File: src/rtl/buma_pkg.sv
// Shared definitions for the two's-complement to sign-magnitude decoder.
//   state_e        : decoder FSM states (IDLE, SHIFT, DONE)
//   DEFAULT_WIDTH  : default operand width, sign bit included
//   minneg_value() : most-negative operand pattern (1 followed by zeros)
package buma_pkg;

  typedef enum logic [1:0] {
    IDLE  = 2'd0,
    SHIFT = 2'd1,
    DONE  = 2'd2
  } state_e;

  localparam int unsigned DEFAULT_WIDTH = 4;

  function automatic logic [63:0] minneg_value(input int unsigned w);
    return 64'd1 << (w - 1);
  endfunction

endpackage

File: src/rtl/buma_serial_cell.sv
// One-bit serial negation cell: copy bits through the first 1, invert after it.
//   clk, rst_n : clock, async active-low reset
//   clr        : synchronous clear of seen_one (start of a new operand)
//   en         : advance seen_one with the current bit
//   b          : current LSB of the operand
//   sign       : operand is negative (enables the inversion)
//   bit_out    : decoded output bit for this cycle
module buma_serial_cell (
  input  logic clk,
  input  logic rst_n,
  input  logic clr,
  input  logic en,
  input  logic b,
  input  logic sign,
  output logic bit_out
);

  logic seen_one_q;
  logic seen_one_d;

  always_comb begin
    seen_one_d = seen_one_q;
    if (clr) begin
      seen_one_d = 1'b0;
    end else if (en) begin
      seen_one_d = seen_one_q | b;
    end
  end

  always_ff @(posedge clk or negedge rst_n) begin
    if (!rst_n) begin
      seen_one_q <= 1'b0;
    end else begin
      seen_one_q <= seen_one_d;
    end
  end

  assign bit_out = b ^ (sign & seen_one_q);

endmodule

File: src/rtl/buma_decode.sv
// Bit-serial two's-complement to sign-magnitude decoder, LSB first.
//   in_valid/in_ready/in_data      : operand handshake (WIDTH-bit two's complement)
//   out_valid/out_ready            : result handshake
//   out_sign, out_mag              : sign and unsigned magnitude of the operand
//   out_minneg                     : operand was the most-negative value
// Latency is WIDTH cycles from accept to out_valid; one operand per WIDTH+2
// cycles with out_ready held high.
module buma_decode
  import buma_pkg::*;
#(
  parameter int unsigned WIDTH = DEFAULT_WIDTH
) (
  input  logic             clk,
  input  logic             rst_n,
  input  logic             in_valid,
  output logic             in_ready,
  input  logic [WIDTH-1:0] in_data,
  output logic             out_valid,
  input  logic             out_ready,
  output logic             out_sign,
  output logic [WIDTH-1:0] out_mag,
  output logic             out_minneg
);

  localparam int unsigned     CW     = (WIDTH > 2) ? $clog2(WIDTH) : 1;
  localparam logic [CW-1:0]    LAST   = CW'(WIDTH - 1);
  localparam logic [WIDTH-1:0] MINNEG = WIDTH'(minneg_value(WIDTH));

  state_e           state_q, state_d;
  logic [WIDTH-1:0] shreg_q, shreg_d;
  logic [WIDTH-1:0] res_q, res_d;
  logic [CW-1:0]    cnt_q, cnt_d;
  logic             sign_q, sign_d;
  logic             minneg_pend_q, minneg_pend_d;
  logic             in_ready_q, in_ready_d;
  logic             out_valid_q, out_valid_d;
  logic             out_sign_q, out_sign_d;
  logic [WIDTH-1:0] out_mag_q, out_mag_d;
  logic             out_minneg_q, out_minneg_d;
  logic             cell_clr, cell_en, bit_out;

  buma_serial_cell u_cell (
    .clk     (clk),
    .rst_n   (rst_n),
    .clr     (cell_clr),
    .en      (cell_en),
    .b       (shreg_q[0]),
    .sign    (sign_q),
    .bit_out (bit_out)
  );

  always_comb begin
    state_d       = state_q;
    shreg_d       = shreg_q;
    res_d         = res_q;
    cnt_d         = cnt_q;
    sign_d        = sign_q;
    minneg_pend_d = minneg_pend_q;
    out_valid_d   = out_valid_q;
    out_sign_d    = out_sign_q;
    out_mag_d     = out_mag_q;
    out_minneg_d  = out_minneg_q;
    cell_clr      = 1'b0;
    cell_en       = 1'b0;

    case (state_q)
      IDLE: begin
        // in_data is only sampled on an accept edge, so X while idle never reaches state.
        if (in_valid && in_ready_q) begin
          shreg_d       = in_data;
          sign_d        = in_data[WIDTH-1];
          minneg_pend_d = (in_data == MINNEG);
          cnt_d         = '0;
          cell_clr      = 1'b1;
          state_d       = SHIFT;
        end
      end
      SHIFT: begin
        cell_en = 1'b1;
        shreg_d = shreg_q >> 1;
        res_d   = {bit_out, res_q[WIDTH-1:1]};
        cnt_d   = cnt_q + CW'(1);
        if (cnt_q == LAST) begin
          out_mag_d    = {bit_out, res_q[WIDTH-1:1]};
          out_sign_d   = sign_q;
          out_minneg_d = minneg_pend_q;
          out_valid_d  = 1'b1;
          state_d      = DONE;
        end
      end
      DONE: begin
        if (out_ready) begin
          out_valid_d = 1'b0;
          state_d     = IDLE;
        end
      end
      default: state_d = IDLE;
    endcase

    // Registered so that in_ready stays low throughout reset and rises on the first edge after it.
    in_ready_d = (state_d == IDLE);
  end

  always_ff @(posedge clk or negedge rst_n) begin
    if (!rst_n) begin
      state_q       <= IDLE;
      shreg_q       <= '0;
      res_q         <= '0;
      cnt_q         <= '0;
      sign_q        <= 1'b0;
      minneg_pend_q <= 1'b0;
      in_ready_q    <= 1'b0;
      out_valid_q   <= 1'b0;
      out_sign_q    <= 1'b0;
      out_mag_q     <= '0;
      out_minneg_q  <= 1'b0;
    end else begin
      state_q       <= state_d;
      shreg_q       <= shreg_d;
      res_q         <= res_d;
      cnt_q         <= cnt_d;
      sign_q        <= sign_d;
      minneg_pend_q <= minneg_pend_d;
      in_ready_q    <= in_ready_d;
      out_valid_q   <= out_valid_d;
      out_sign_q    <= out_sign_d;
      out_mag_q     <= out_mag_d;
      out_minneg_q  <= out_minneg_d;
    end
  end

  assign in_ready   = in_ready_q;
  assign out_valid  = out_valid_q;
  assign out_sign   = out_sign_q;
  assign out_mag    = out_mag_q;
  assign out_minneg = out_minneg_q;

endmodule

File: config.mk
export PLATFORM = sky130hd
export DESIGN_NAME = buma_decode
export DESIGN_NICKNAME = d
export VERILOG_FILES = /design/src/rtl/buma_pkg.sv /design/src/rtl/buma_serial_cell.sv /design/src/rtl/buma_decode.sv
export SDC_FILE = /design/constraint.sdc
export NUM_CORES = 1
export LEC_CHECK = 0
export CAP_MARGIN = 10
export CORE_MARGIN = 4
export CORE_UTILIZATION = 50
export CTS_CLUSTER_SIZE = 16
export DETAILED_ROUTE_END_ITERATION = 8
export MAX_ROUTING_LAYER = met4
export PLACE_DENSITY = 0.73
export SETUP_SLACK_MARGIN = 0.3
export SYNTH_ARGS = -nofsm -noshare
export SYNTH_HDL_FRONTEND = slang
export SYNTH_HIERARCHICAL = 1
export SYNTH_SLANG_ARGS = --single-unit
File: constraint.sdc
create_clock -name clk -period 1.44 [get_ports clk]
set_clock_uncertainty 0.05 [all_clocks]
set_input_delay 0.216 -clock clk [delete_from_list [all_inputs] [get_ports clk]]
set_output_delay 0.216 -clock clk [all_outputs]
set_load 0.03 [all_outputs]
==> results.py <==
metrics = {
    "place": {
        "dp_cells": 116,
        "dp_hpwl_um": 1190,
        "postPlaceCellArea_um2": 1170,
        "gp_congestion": 0.800,
        "placement.io_buffers": 15,
    },
    "floorplan": {
        "core_region_area_um2": 1780,
        "design.die.area_um2": 2690,
        "fp-row-count": 15,
        "number_of_top_level_design_ports": 16,
        "initial_utilization": 0.540,
        "chipWidth_um": 51.9,
        "dieHeight_um": 51.9,
    },
    "final_layout": {
        "layout.area.seq_um2": 553,
        "filler_cell_count": 91,
        "area_growth_syn_to_layout_pct": 48.6,
        "layout-drive-gt1-share": 0.523,
        "antenna_cells_inserted": 0,
        "final_net_count": 119,
        "postLayoutCoreUtil": 0.802,
        "multiInputGateArea_um2": 449,
        "instances_no_fill": 134,
        "post-route-cell-area_um2": 1430,
    },
    "clock_tree": {
        "ctsHtreeMaxLevel": 1,
        "cts.root.buffer_cell": "clkbuf_4",
        "tritoncts_clock_tree": "yes",
        "worst_setup_hold_path_clk_slew_ns": 0.12,
        "clk_latency_worst_skew_pair_ns": 0.31,
        "cts_inserted_buffers": 3,
        "cts.sink_count": 22,
        "cts_max_path_buffers": 2,
        "hold_buffers": 0,
    },
    "setup_path": {
        "critical_path.endpoint_type": "register",
        "critPathLaunchType": "register",
        "crit_fanout": 4,
        "cp_data_required_time_ns": 1.59,
        "critical_path_class": "register to register",
        "critical_path.startpoint": "state_q[1]",
        "r2r_cells": 4,
        "cp.arrival_ns": 1.46,
        "worst_flop_to_flop_path_startpoint": "state_q[1]",
    },
    "routing": {
        "routed_wl_um": 2000,
        "route.detailed.wl_per_inst_um": 14.9,
        "detail_route.iter0.violations": 5,
        "drtPass1Iterations": 4,
        "drt.antenna.violating_nets": 0,
        "top_signal_layer_used": "met4",
        "drc": 0,
        "met2WireLength_um": 949,
        "avgViaCountPerCell": 5.08,
        "wl_met1_um": 942,
        "vias": 681,
        "route.met3.wl_um": 82,
    },
    "pwr": {
        "vdd_drop_max_mv": 1.44,
        "power_leakage_nw": 0.674,
        "finalPower_mw": 3.71,
        "power_per_cell_area_nw_per_um2": 2590,
    },
    "yosys": {
        "post_synth_main_area_contributors": "dfrtp_1 57%, mux2_4 9.4%, mux2_2 5.9%",
        "synth.ff_latch_count": 22,
        "syn-num-nets": 82,
        "synthesis.area_per_instance_um2": 13.2,
        "synth_warnings": 6,
        "yosysUniqueCellTypes": 22,
        "synth.yosys.seq_area_share": 0.572,
        "yosysTopAreaCell": "dfrtp_1",
        "syn-instance-count": 73,
        "synth_top_cell_area_share": 0.572,
        "post_synth_design_cell_area_um2": 962,
    },
    "sta": {
        "worst-slew-pin-transition_ns": 0.246,
        "setup_violations": 0,
        "worst_slew_margin_rel": 0.834,
        "final.setup.tns_ns": 0,
        "timing_max_transition_violations_final": 0,
        "fin_crit_sh": 0.903,
        "timing_hold_violations_final": 0,
        "rsz0062_at_grt": "true",
        "timing.final.crit_period_ns": 1.30,
        "fmaxAchievable_mhz": 769,
    },
    "global_routing": {
        "grt_util_all_layers": 0.172,
        "number_of_global_route_vias_before_repair": 684,
        "pin_count_of_the_biggest_net_entering_global_routing": 23,
        "first_pass_grt_wire_length_um": 3220,
        "number_of_antenna_violations_at_the_first_check_in_global_routing": 0,
        "overflow": 0,
    },
    "run": {
        "cap_viol_max_count": 0,
    },
    "run_status": {
        "result_of_the_run": "finished, final reports clean",
    },
    "hold_path": {
        "worst_hold_path_type": "primary input to async pin",
    },
}
Yosys cell counts:
cell type	n
o21ai_0	5
nor3_4	1
a22o_1	1
nand2_1	4
o21ai_1	3
nand2_4	1
nor4b_1	1
mux2_2	5
o21a_1	2
ha_1	1
buf_4	1
mux2_4	6
or2_1	1
nand2b_1	2
mux2i_1	3
nor2b_4	1
inv_1	2
dfrtp_1	22
a21oi_1	5
buf_6	1
nor2_1	4
xnor2_1	1
kinds of logic (layout without fill, tap and decap cells):
logic type / count (synthesis) / in the layout / synth area share
multiplexers: 14 / 14 / 0.183
AO/OA/AOI/OAI: 16 / 16 / 0.0923
AND/OR/NAND/NOR: 15 / 15 / 0.103
buffers and inverters: 4 / 40 / 0.0273
flip-flops: 22 / 22 / 0.572
adder cells (fa/ha/maj): 1 / 1 / 0.0130
XOR/XNOR: 1 / 1 / 0.00910
layer usage:
layer / up-vias / track usage
li1: 332 / -
met2: 14 / 0.274
met4: 0 / 0.0611
met5: - / -
met1: 331 / 0.216
met3: 4 / 0.0372
stage by stage:
step	hold slack, ns	setup slack (ns)
final	0.189	0.139
after global routing	0.187	0.105
after CTS	0.199	0.148
after detailed placement	0.436	-0.111
after global placement	0.424	-0.0691
after floorplan	-0.130	0.174
report_power, final:
group	switching [mW]	total, mW	internal (mW)	leakage, nW
combinational	0.876	2.09	1.21	0.374
sequential	0.238	1.15	0.914	0.272
clock	0.189	0.470	0.281	0.0279
total	1.30	3.71	2.41	0.674
layout make-up:
| cell class | instances | share of cell area |
|---|---|---|
| sequential | 22 | 0.387 |
| multi-input combinational | 47 | 0.314 |
| timing repair buffer | 34 | 0.235 |
| tap | 25 | 0.0219 |
| clock inverter | 1 | 0.0210 |
| clock buffer | 3 | 0.0157 |
| inverter | 2 | 0.00525 |
registers in the layout, summed over array words and instances (netlist names):
register,count
sign_q,1
out_mag,4
out_minneg,1
minneg_pend_q,1
in_ready,1
out_sign,1
shreg_q,4
u_cell/seen_one_q,1
res_q,3
out_valid,1
state_q,2
cnt_q,2
cells in the final DEF (no fill, tap or decap), types with 2 or more instances in the layout:
cell type	n
a21oi_1	3
a21oi_2	2
buf_4	12
buf_6	14
clkbuf_4	3
clkdlybuf4s50_1	6
dfrtp_1	20
dfrtp_2	2
inv_1	2
mux2_4	11
mux2i_1	2
nand2_1	3
nor2_1	3
o21a_1	2
o21ai_0	3
o21ai_1	3
o21ai_2	2
worst paths after layout:
check	endpoint	slack, ns
setup / recovery	res_q[1]	0.14
hold / removal	shreg_q[3]	0.19
setup reg to reg	res_q[1]	0.14
hold reg to reg	out_mag[0]	0.49
max in group asynchronous	in_ready	0.92
min in group clk	shreg_q[0]	0.46
critical path: stages (launching register included):
cell	delay, ns
dfrtp_2	0.45
nor2b_4	0.17
buf_4	0.14
buf_12	0.10
mux2_4	0.29
what timing repair did:
item	CTS	global route
pin swaps	3	3
buffers inserted	7	7
setup endpoints to repair	28	29
gates cloned	0	0
resized for setup	65	15
Power figures use the tool's default switching activity.
